### src/rtl/par_sink_monitor.sv
// Flit sink with a small receive FIFO and traffic statistics: accept/error counters,
// a sticky misroute flag, the last source, and a per-source accept count table.
`ifndef PAYLOAD_SIZE
`define PAYLOAD_SIZE 8
`endif
`ifndef ADDR_BITS
`define ADDR_BITS 4
`endif
`ifndef NUM_NODES
`define NUM_NODES 16
`endif

module par_sink_monitor #(
    parameter int id    = -1,
    parameter int depth = 4
) (
    input  logic                               clk,
    input  logic                               reset,
    input  logic [`PAYLOAD_SIZE+`ADDR_BITS-1:0] item_in,
    input  logic                               valid,
    output logic                               busy,
    input  logic                               consume,
    output logic [`PAYLOAD_SIZE+`ADDR_BITS-1:0] item_out,
    output logic                               out_valid,
    output logic [15:0]                        rx_count,
    output logic [7:0]                         err_count,
    output logic                               misroute,
    output logic [`PAYLOAD_SIZE-1:0]           last_src,
    input  logic [`ADDR_BITS-1:0]              query_src,
    output logic [15:0]                        query_count
);

    localparam int unsigned FLIT_W = `PAYLOAD_SIZE + `ADDR_BITS;
    localparam int unsigned PTR_W  = (depth > 1) ? $clog2(depth) : 1;
    localparam int unsigned OCC_W  = PTR_W + 1;
    localparam int unsigned TBL_N  = `NUM_NODES;
    localparam int unsigned TBL_W  = (TBL_N > 1) ? $clog2(TBL_N) : 1;

    if (depth < 2 || depth > 16 || (depth & (depth - 1)) != 0) begin : g_bad_depth
        $error("par_sink_monitor: depth must be a power of two in 2..16");
    end

    logic [FLIT_W-1:0]        mem [depth];
    logic [PTR_W-1:0]         wr_ptr;
    logic [PTR_W-1:0]         rd_ptr;
    logic [OCC_W-1:0]         occupancy;
    logic [15:0]              src_table [TBL_N];

    logic                     accept;
    logic                     pop;
    logic                     bad_dest;
    logic [`PAYLOAD_SIZE-1:0] src;
    logic [TBL_W-1:0]         src_idx;
    logic [TBL_W-1:0]         query_idx;

    // Flow control and decode derived from registered occupancy only.
    always_comb begin
        busy      = (occupancy == OCC_W'(depth));
        out_valid = (occupancy != '0);
        accept    = valid && !busy;
        pop       = consume && out_valid;
        src       = item_in[FLIT_W-1:`ADDR_BITS];
        bad_dest  = (item_in[`ADDR_BITS-1:0] != `ADDR_BITS'(id));
        src_idx   = TBL_W'(32'(src) % 32'(TBL_N));
        query_idx = TBL_W'(32'(query_src) % 32'(TBL_N));
        item_out  = out_valid ? mem[rd_ptr] : '0;
        query_count = src_table[query_idx];
    end

    // Storage needs no reset: item_out is masked while the FIFO is empty.
    always_ff @(posedge clk) begin
        if (accept) begin
            mem[wr_ptr] <= item_in;
        end
    end

    always_ff @(posedge clk or posedge reset) begin
        if (reset) begin
            wr_ptr    <= '0;
            rd_ptr    <= '0;
            occupancy <= '0;
        end else begin
            if (accept) begin
                wr_ptr <= wr_ptr + 1'b1;
            end
            if (pop) begin
                rd_ptr <= rd_ptr + 1'b1;
            end
            case ({accept, pop})
                2'b10:   occupancy <= occupancy + 1'b1;
                2'b01:   occupancy <= occupancy - 1'b1;
                default: occupancy <= occupancy;
            endcase
        end
    end

    // Saturating statistics, updated on every accepted flit.
    always_ff @(posedge clk or posedge reset) begin
        if (reset) begin
            rx_count  <= '0;
            err_count <= '0;
            misroute  <= 1'b0;
            last_src  <= '0;
            for (int i = 0; i < int'(TBL_N); i++) begin
                src_table[i] <= '0;
            end
        end else if (accept) begin
            if (rx_count != 16'hFFFF) begin
                rx_count <= rx_count + 16'd1;
            end
            last_src <= src;
            if (src_table[src_idx] != 16'hFFFF) begin
                src_table[src_idx] <= src_table[src_idx] + 16'd1;
            end
            if (bad_dest) begin
                misroute <= 1'b1;
                if (err_count != 8'hFF) begin
                    err_count <= err_count + 8'd1;
                end
            end
        end
    end

`ifndef SYNTHESIS
    always_ff @(posedge clk) begin
        if (!reset && accept) begin
            $display("##,rx,%0d,%0d", src, id);
        end
    end
`endif

endmodule

### config.mk
export PLATFORM = sky130hd
export DESIGN_NAME = par_sink_monitor
export DESIGN_NICKNAME = d
export VERILOG_FILES = /design/src/rtl/par_sink_monitor.sv
export SDC_FILE = /design/constraint.sdc
export NUM_CORES = 1
export LEC_CHECK = 0
export BUFFER_PORTS_ARGS = -buffer_cell sky130_fd_sc_hd__buf_2
export CAP_MARGIN = 20
export CORE_UTILIZATION = 69
export CTS_BUF_LIST = sky130_fd_sc_hd__clkbuf_4 sky130_fd_sc_hd__clkbuf_8
export CTS_CLUSTER_DIAMETER = 60
export DETAILED_ROUTE_END_ITERATION = 8
export PLACE_DENSITY = 0.92
export RECOVER_POWER = 100
export SETUP_SLACK_MARGIN = 0.5
export SLEW_MARGIN = 5
export SYNTH_ARGS = -nofsm -noshare
export SYNTH_HDL_FRONTEND = slang
export SYNTH_SLANG_ARGS = --single-unit
### constraint.sdc
create_clock -name clk -period 15.6 [get_ports clk]
set_input_delay 2.34 -clock clk [delete_from_list [all_inputs] [get_ports clk]]
set_output_delay 2.34 -clock clk [all_outputs]
set_load 0.05 [all_outputs]
==> qor.csv, run 1 <==
metric,value,unit
layout_min_cycle_time,10.79,ns
clk_pin_slew,0.06,ns
die_h,164.1,microns
min_from,rx_count[5],
htreeDepth,2,
globalRouteOverflowTotal,0,
worstSetupPathType,input pin to flop,
fin_worst_skew,0.03636,ns
tns,0,ns
fin_area,0.01926,sq mm
synth_warnings,0,
rr_endpoint,src_table[204],
grt_usage,33.68,%
drt_iter0_markers,1012,
reg2reg_slack,10.29,ns
fin_nets,1194,
gp_congestion,0.8169,
r2r_cells,12,
fin_crit_sh,69.16,%
cpMostUsedCell,clkbuf_1,
postCtsHoldBufs,0,
first_pass_iters,6,
max_freq,92.68,MHz
outcome,"finished, violations left",
slowest_delay,2.35,ns
crit_buf_inv,5,
wl_per_cell,27.90,microns
n_antenna_cell,0,
synth_edf_count,48,
synthMostInstantiatedCell,dfrtp_1,
final_util,75.60,%
synth_fp_nets,1110,
cts_tree,done,
finalWorstSetupSlack,4.811,ns
ys_ff_latch,344,
io_buffer_count,82,
grt_pass1_wl,66850,microns
r2r-start,src_table[176],
coreArea,0.02547,sq mm
syn_avg_cell_area,16.78,sq um
avgViaCountPerCell,7.056,
rsz0062_at_grt,no,
grt_max_degree,114,
crit_fanout,41,
place_inst,1432,
syn_inst,1081,
slowest_stage,clkbuf_1,
synth_cell_type_count,42,
post_cts_buffers,0,
final_layout_size_suffix_gt1_share,39.64,%
start_util,71.22,%
area_growth,6.153,%
finalSetupViolCount,0,
hold_viol_final,0,
synth_ff_type,dfrtp_1,
grt_pass1_vias,11390,
hold_end,rx_count[5],
num_rows,58,
synth_top_cell_area_share,40.83,%
die_area,0.02694,sq mm
endpoint_kind,flop,
holdPathStages,1,
ctsResizeCount,0,
vias,10870,
leakage,8.581,nW
critPathLaunchType,input pin,
synth.area.top_cells,"dfrtp_1 41%, mux4_2 18%, mux2_2 10%",
synth_top_area_cell,dfrtp_1,
die_w,164.1,microns
power_density,135.5,mW/mm^2
clock-sinks,344,
maxCapViolCount,14,
cts_buffers,55,
finalWirelength,43000,microns
ir_worst_vdd,0.0002010,V
hp-class,flop to flop,
maxSlewViolCount,559,
place_area,0.01853,sq mm
critPathArrivalTime,11.27,ns
antenna_found_initial,0,
ant_nets,0,
critPathTopFamily,buffers and inverters,
worst_slew_pin_slew,4.869,ns
hpwl,24600,microns
cp.required,16.08,ns
violations,"max-capacitance violations, max-slew violations",
finalNonFillerCells,1541,
ios,83,
slew_headroom,-226.4,%
place_ws,8.371,ns
worstPathCellList,clkbuf_1 > clkbuf_1 > mux4_1 > a22oi_1 > nand2_1 > nand4_1 > nor4_1 > clkbuf_1 > clkbuf_1 > nor2_2 > buf_4 > mux2_2,
cts_root_buf,clkbuf_8,
synthArstFlopShare,86.05,%
drc,0,
clock_latency,0.62,ns
ctsLongestPathBuffers,3,
ys_seq_area_share,48.78,%
syn-cell-area,0.01814,sq mm
ys_top_cells_by_count,"296 x dfrtp_1, 166 x mux2_2, 144 x mux4_2",
layout make-up:
type	count	area [sq um]
repair buffers	109	489.2
inverters	9	35.03
fillers	1477	6216
flip-flops and latches	344	8848
well taps	330	412.9
multi-input cells	646	8225
clock inverters	21	191.4
clock buffers	82	1054
layer usage:
| layer | vias to the layer above | part of all wire (%) | track usage (%) |
|---|---|---|---|
| met5 | - | 0 | 0 |
| met3 | 184 | 8.6 | 5.960 |
| li1 | 4371 | - | - |
| met4 | 0 | 4.6 | 16.96 |
| met2 | 646 | 49 | 53.61 |
| met1 | 5673 | 38 | 45.18 |
worst max-delay path by stage:
stage | startpoint | to | slack (ns) | cells after the start
floorplan | reset | err_count[0] | 5.08 | 1
global placement | query_src[0] | query_count[12] | 8.39 | 5
detailed placement | query_src[0] | query_count[12] | 8.37 | 5
CTS | query_src[0] | query_count[12] | 8.37 | 5
global route | item_in[4] | src_table[204] | 4.14 | 12
finish | item_in[4] | src_table[204] | 4.81 | 12
cell usage in the layout (no fill, tap or decap), types with 13 or more instances in the layout:
cell and instances:
clkbuf_1 83, buf_4 19, edfxtp_1 48, a22oi_1 28, xnor2_1 21, dfrtp_1 296
mux2_2 176, clkbuf_8 70, mux4_1 13, nand2_1 27, nand4_1 15, nor2_1 13
and2_1 13, xor2_1 21, nand3_1 21, mux2_1 78, mux4_2 144
kinds of logic after synthesis:
kind of cell	count (synthesis)	synth area share [%]
adders and majority gates	9	0.6622
muxes	424	38.40
AOI/OAI and AO/OA	30	1.235
DFF	344	48.78
xor gates and xnor gates	42	2.028
buffers and inverters	91	3.559
and+or+nand+nor	141	5.339
through the flow:
stage / hold WS, ns / power (W)
after floorplan: 0.4684 / 0.001632
after global placement: 0.4451 / 0.001751
after detailed placement: 0.4783 / 0.001788
after CTS: 0.4906 / 0.002650
after global routing: 0.5082 / 0.002711
final: 0.4925 / 0.002610
power by group:
| group | leakage [nW] | internal (W) | switching [W] |
|---|---|---|---|
| logic | 3.46 | 0.000222 | 0.000410 |
| clock network | 0.665 | 0.000485 | 0.000373 |
| registers | 4.46 | 0.00102 | 0.0000967 |
sequential cells by signal (all words and copies together), names as in the netlist:
name,cells
src_table,256
mem,48
rx_count,16
err_count,8
last_src,8
occupancy,3
rd_ptr,2
wr_ptr,2
misroute,1
Power figures use the tool's default switching activity.
==> run 2, diff against run 1 <==
Settings changed: CORE_UTILIZATION 69 to 58, PLACE_DENSITY 0.92 to 0.83.
Clock period 15.6 ns to 8.8 ns, I/O delays scaled along.
==> run 2 against run 1 <==
  * The run still ends with max-capacitance violations, max-slew violations left
  * Global-route usage shrank 6.2 points
  * Setup slack lost 2.9 ns
  * Die area grew 19%
  * Via count shrank 3.9%
  * Worst hold slack lost 0.022 ns
  * Register-to-register slack lost 5.6 ns
  * Power grew 75%
  * Critical path type unchanged
  * Largest power group unchanged
  * Highest routed layer unchanged
==> qor.csv, run 2 (synthesis gave the netlist of run 1 again) <==
metric,value,unit,change
crit_start,item_in[5],,
num_rows,64,,+10%
die_area,0.03199,sq mm,+19%
die_w,178.9,microns,+9.0%
worstSetupPathType,input pin to flop,,
cts_buffers,56,,+1.8%
critPathTopFamily,buffers and inverters,,
cp.required,9.27,ns,-6.81 ns
multi_input_area,0.008313,sq mm,+1.1%
reg2reg_slack,4.69,ns,-5.60 ns
ant_nets,0,,unchanged
tns,0,ns,unchanged
n_antenna_cell,0,,unchanged
worstPathCellList,buf_4 > clkbuf_1 > mux4_2 > a22oi_1 > nand2_1 > ha_1 > nand4_4 > nor4_4 > buf_4 > nor2_2 > mux2_2,,
rsz0062_at_grt,no,,
fin_crit_sh,78.68,%,
clk_pin_slew,0.07,ns,about the same
power,0.004575,W,+75%
fill_cells,2238,,+52%
finalSetupViolCount,0,,unchanged
max_freq,144.4,MHz,
maxCapViolCount,4,,-10
r2r-start,src_table[128],,
largestRegisters,"src_table (256), mem (48), rx_count (16)",,
drc,0,,unchanged
r2r_cells,10,,-2
layout_min_cycle_time,6.924,ns,
grt_max_degree,163,,+43%
hold_viol_final,0,,unchanged
grt_usage,27.47,%,-6.2 points
critPathArrivalTime,7.40,ns,-3.87 ns
grt_pass1_wl,64900,microns,-2.9%
ios,83,,unchanged
fin_area,0.01948,sq mm,+1.2%
final_util,63.53,%,-12 points
cts_root_buf,clkbuf_8,,
cts_tree,done,,
crit_buf_inv,3,,-2
io_buffer_count,82,,unchanged
post_cts_buffers,0,,unchanged
final_common_cell,dfrtp_1,,
critPathLaunchType,input pin,,
hpwl,24130,microns,-1.9%
crit_cells,11,,-1
area_growth,7.415,%,
fin_nets,1196,,+0.17%
slowest_delay,2.58,ns,+0.23 ns
wl_per_cell,26.08,microns,-6.5%
final_cell_mix,"296 x dfrtp_1, 166 x mux2_2, 144 x mux4_2, 90 x mux2_1, 76 x clkbuf_1",,
ctsResizeCount,0,,unchanged
maxSlewViolCount,189,,-66%
slew_headroom,-161.3,%,+65 points
fin_worst_skew,0.03034,ns,-0.006027 ns
largest-register,src_table,,
vias,10450,,-3.9%
htreeDepth,2,,unchanged
clock_latency,0.61,ns,about the same
globalRouteOverflowTotal,0,,unchanged
power_density,234.8,mW/mm^2,+73%
endpoint_kind,flop,,
cpMostUsedCell,buf_4,,
start_util,59.15,%,-12 points
ctsLongestPathBuffers,3,,unchanged
rr_endpoint,src_table[220],,
coreArea,0.03067,sq mm,+20%
postCtsHoldBufs,0,,unchanged
clock-sinks,344,,unchanged
ir_worst_vdd,0.0001360,V,-32%
leakage,8.659,nW,+0.91%
worst_slew_pin_slew,3.919,ns,-0.9507 ns
slowest_stage,clkbuf_1,,
violations,"max-capacitance violations, max-slew violations",,
antenna_found_initial,0,,unchanged
first_pass_iters,5,,-1
place_area,0.01859,sq mm,+0.33%
gp_congestion,0.7502,,-8.2%
place_inst,1494,,+4.3%
die_h,178.9,microns,+9.0%
finalNonFillerCells,1610,,+4.5%
hp-class,flop to flop,,
final_layout_size_suffix_gt1_share,39.54,%,-0.098 points
drt_iter0_markers,812,,-20%
finalWirelength,42000,microns,-2.3%
regArea,0.008848,sq mm,unchanged
avgViaCountPerCell,6.492,,-8.0%
grt_pass1_vias,11060,,-2.9%
outcome,"finished, violations left",,
worstSetupEndpoint,src_table[220],,
largest_reg_flops,256,,unchanged
crit_fanout,57,,+39%
==> run 2: worst min path at each step <==
stage	from	endpoint	slack [ns]	cells past startpoint
floorplan	occupancy[0]	occupancy[0]	0.47	1
global route	misroute	misroute	0.51	1
CTS	misroute	misroute	0.47	1
finish	misroute	misroute	0.47	1
detailed placement	misroute	misroute	0.45	1
global placement	misroute	misroute	0.45	1
==> run 2: through the flow <==
step           setup WS (ns)  hold WS, ns
5_1_grt                1.622       0.5057
3_5_place_dp           2.841       0.4507
3_3_place_gp           2.964       0.4457
2_1_floorplan          3.549       0.4684
6_report               1.876       0.4707
4_1_cts                3.447       0.4691
==> run 2: power by group <==
group          leakage [nW]  switching (W)  internal [W]
Sequential             4.46       0.000159       0.00181
Clock                 0.658       0.000655      0.000859
Combinational          3.54       0.000707      0.000382
Total                  8.66        0.00152       0.00305
==> run 2: layout make-up <==
| type | count | share of cell area [%] |
|---|---|---|
| flip-flops and latches | 344 | 45.41 |
| multi-input cells | 646 | 42.66 |
| clock buffers | 84 | 5.420 |
| repair buffers | 110 | 2.825 |
| well taps | 396 | 2.543 |
| clock inverters | 21 | 0.9439 |
| inverters | 9 | 0.1926 |
==> run 2: metal layers <==
layer  vias to the layer above  track usage [%]  share of wire (%)
met5                         -                0                  0
met1                      5585            37.74                 41
li1                       4388                -                  -
met3                        79            5.068                6.8
met2                       400            44.16                 49
met4                         0            9.710                2.9
==> run 2: worst register-to-register path: stages (launching register included) <==
cell and delay, ns:
dfrtp_1 0.39, mux4_2 0.51, nand2_1 0.08, and4_1 0.56, inv_1 0.20, ha_1 0.32
nand4_4 0.15, nor4_4 0.07, buf_4 0.31, nor2_2 0.97, mux2_2 0.44
==> run 3, diff against run 2 <==
Settings changed: CORE_UTILIZATION 58 to 64, PLACE_DENSITY 0.83 to 0.86.
Clock period 8.8 ns to 7.1 ns, I/O delays scaled along.
==> run 3 against run 2 <==
  * The flow still finishes with violations (max-capacitance violations, max-slew violations)
  * Clock power is 13% higher
  * Utilization grew 5.7 points
  * Register-to-register slack got worse by 1.8 ns
  * Sequential cell count is the same
  * Setup slack got worse by 0.54 ns
  * Clock skew is 0.0011 ns higher
  * Power up 20%
  * Wire length is 4.1% lower
  * Largest power group unchanged
==> qor.csv, run 3 (synthesis gave the netlist of run 1 again) <==
metric,value,unit,change
outcome,"finished, violations left",,
violations,"max-capacitance violations, max-slew violations",,
leakage,8.576,nW,-0.95%
post_cts_buffers,0,,unchanged
hpwl,23730,microns,-1.7%
grt_pass1_vias,11090,,+0.23%
worstPathCellList,clkbuf_1 > buf_4 > mux4_1 > a22oi_1 > nand2_1 > nand4_1 > nor4_4 > buf_4 > nor2_2 > mux2_2,,
num_rows,61,,-4.7%
die_w,170.4,microns,-4.7%
htreeDepth,2,,unchanged
cts_root_buf,clkbuf_8,,
clkPwrFrac,31.1,%,-2.0 points
ctsResizeCount,0,,unchanged
layout_min_cycle_time,5.769,ns,
fin_worst_skew,0.03141,ns,+0.001072 ns
cts_tree,done,,
largest-register,src_table,,
final_common_cell,dfrtp_1,,
hold_viol_final,0,,unchanged
largestRegisters,"src_table (256), mem (48), rx_count (16)",,
met1_length,16740,microns,-2.8%
max_freq,173.3,MHz,
ir_worst_vdd,0.0001847,V,+36%
critPathArrivalTime,6.22,ns,-1.18 ns
antenna_found_initial,0,,unchanged
largest_reg_flops,256,,unchanged
pwr-share-comb,24.4,%,+0.6 points
cts_buffers,54,,-3.6%
top_layer,met4,,
slowest_stage,clkbuf_1,,
n_antenna_cell,0,,unchanged
ios,83,,unchanged
maxCapViolCount,5,,+1
endpoint_kind,flop,,
switching_share,33.40,%,+0.15 points
grt_max_degree,195,,+20%
finalWirelength,40280,microns,-4.1%
maxSlewViolCount,197,,+4.2%
rsz0062_at_grt,no,,
vias,10430,,-0.18%
postCtsHoldBufs,0,,unchanged
fin_nets,1189,,-0.59%
timing.hold.ws,0.4893,ns,+0.01861 ns
coreArea,0.02786,sq mm,-9.2%
clk_pin_slew,0.06,ns,about the same
clock_latency,0.59,ns,-0.02 ns
finalSetupViolCount,0,,unchanged
globalRouteOverflowTotal,0,,unchanged
io_buffer_count,82,,unchanged
hp-class,flop to flop,,
tns,0,ns,unchanged
critPathLaunchType,input pin,,
worstSetupPathType,input pin to flop,,
wl_met2,19360,microns,-6.5%
area_growth,6.359,%,
seqPwrFrac,44.5,%,+1.4 points
wl_per_cell,25.49,microns,-2.3%
avgViaCountPerCell,6.603,,+1.7%
cpMostUsedCell,buf_4,,
power_density,284.8,mW/mm^2,+21%
drc,0,,unchanged
cp.required,7.55,ns,-1.72 ns
start_util,65.12,%,+6.0 points
crit_buf_inv,3,,unchanged
fin_crit_sh,81.25,%,
final_layout_size_suffix_gt1_share,39.68,%,+0.15 points
gp_congestion,0.7764,,+3.5%
power,0.005495,W,+20%
final_cell_mix,"296 x dfrtp_1, 166 x mux2_2, 144 x mux4_2, 89 x mux2_1, 75 x clkbuf_1",,
crit_fanout,49,,-14%
first_pass_iters,5,,unchanged
ant_nets,0,,unchanged
die_h,170.4,microns,-4.7%
internal_power,0.003660,W,+20%
critPathTopFamily,buffers and inverters,,
grt_usage,29.41,%,+1.9 points
slowest_delay,1.41,ns,-1.17 ns
ctsLongestPathBuffers,3,,unchanged
wl_met3,2710,microns,-4.9%
drt_iter0_markers,838,,+3.2%
grt_pass1_wl,63910,microns,-1.5%
clock-sinks,344,,unchanged
p_switching,0.001835,W,+21%
worst_slew_pin_slew,3.597,ns,-0.3219 ns
slew_headroom,-139.8,%,+21 points
die_area,0.02902,sq mm,-9.3%
## run 3: power by group through the flow
| stage | Clock (W) | Combinational, W | Sequential [W] |
|---|---|---|---|
| floorplan | 0 | 0.00102 | 0.00257 |
| global placement | 0 | 0.00140 | 0.00246 |
| detailed placement | 0 | 0.00143 | 0.00248 |
| CTS | 0.00174 | 0.00144 | 0.00244 |
| global route | 0.00183 | 0.00143 | 0.00248 |
| finish | 0.00171 | 0.00134 | 0.00244 |
## run 3: layout make-up
cell class              count  area, sq um
clock inverters            10        57.56
fillers                  1863         8564
inverters                   9        35.03
clock buffers              88         1061
repair buffers            105        514.2
flip-flops and latches    344         8848
well taps                 378        473.0
multi-input cells         646         8304
## run 3: path summary, 6_finish.rpt
kind,startpoint,to,slack [ns],cells past startpoint
worst max register to register,src_table[240],src_table[242],2.89,10
min in group asynchronous,reset,rx_count[2],0.87,2
worst min-delay path,err_count[5],err_count[5],0.49,1
max in group asynchronous,reset,src_table[84],2.19,3
worst min register to register,err_count[5],err_count[5],0.49,1
worst max-delay path,item_in[5],src_table[242],1.33,10
## run 3: per-layer routing
layer | global-route usage (%) | up-vias
li1 | - | 4367
met1 | 39.88 | 5512
met2 | 47.43 | 451
met3 | 5.953 | 103
met4 | 11.12 | 0
met5 | 0 | -
## run 3: metrics by stage
step / utilization, % / worst slack [ns] / instances / cell area [sq um]
2_1_floorplan: - / 2.104 / 1081 / 18140
3_3_place_gp: 66.62 / 1.932 / 1473 / 18560
3_5_place_dp: 66.71 / 1.821 / 1476 / 18580
4_1_cts: 70.72 / 2.338 / 1574 / 19700
5_1_grt: 69.26 / 1.131 / 1580 / 19290
6_report: 69.26 / 1.331 / 1580 / 19290
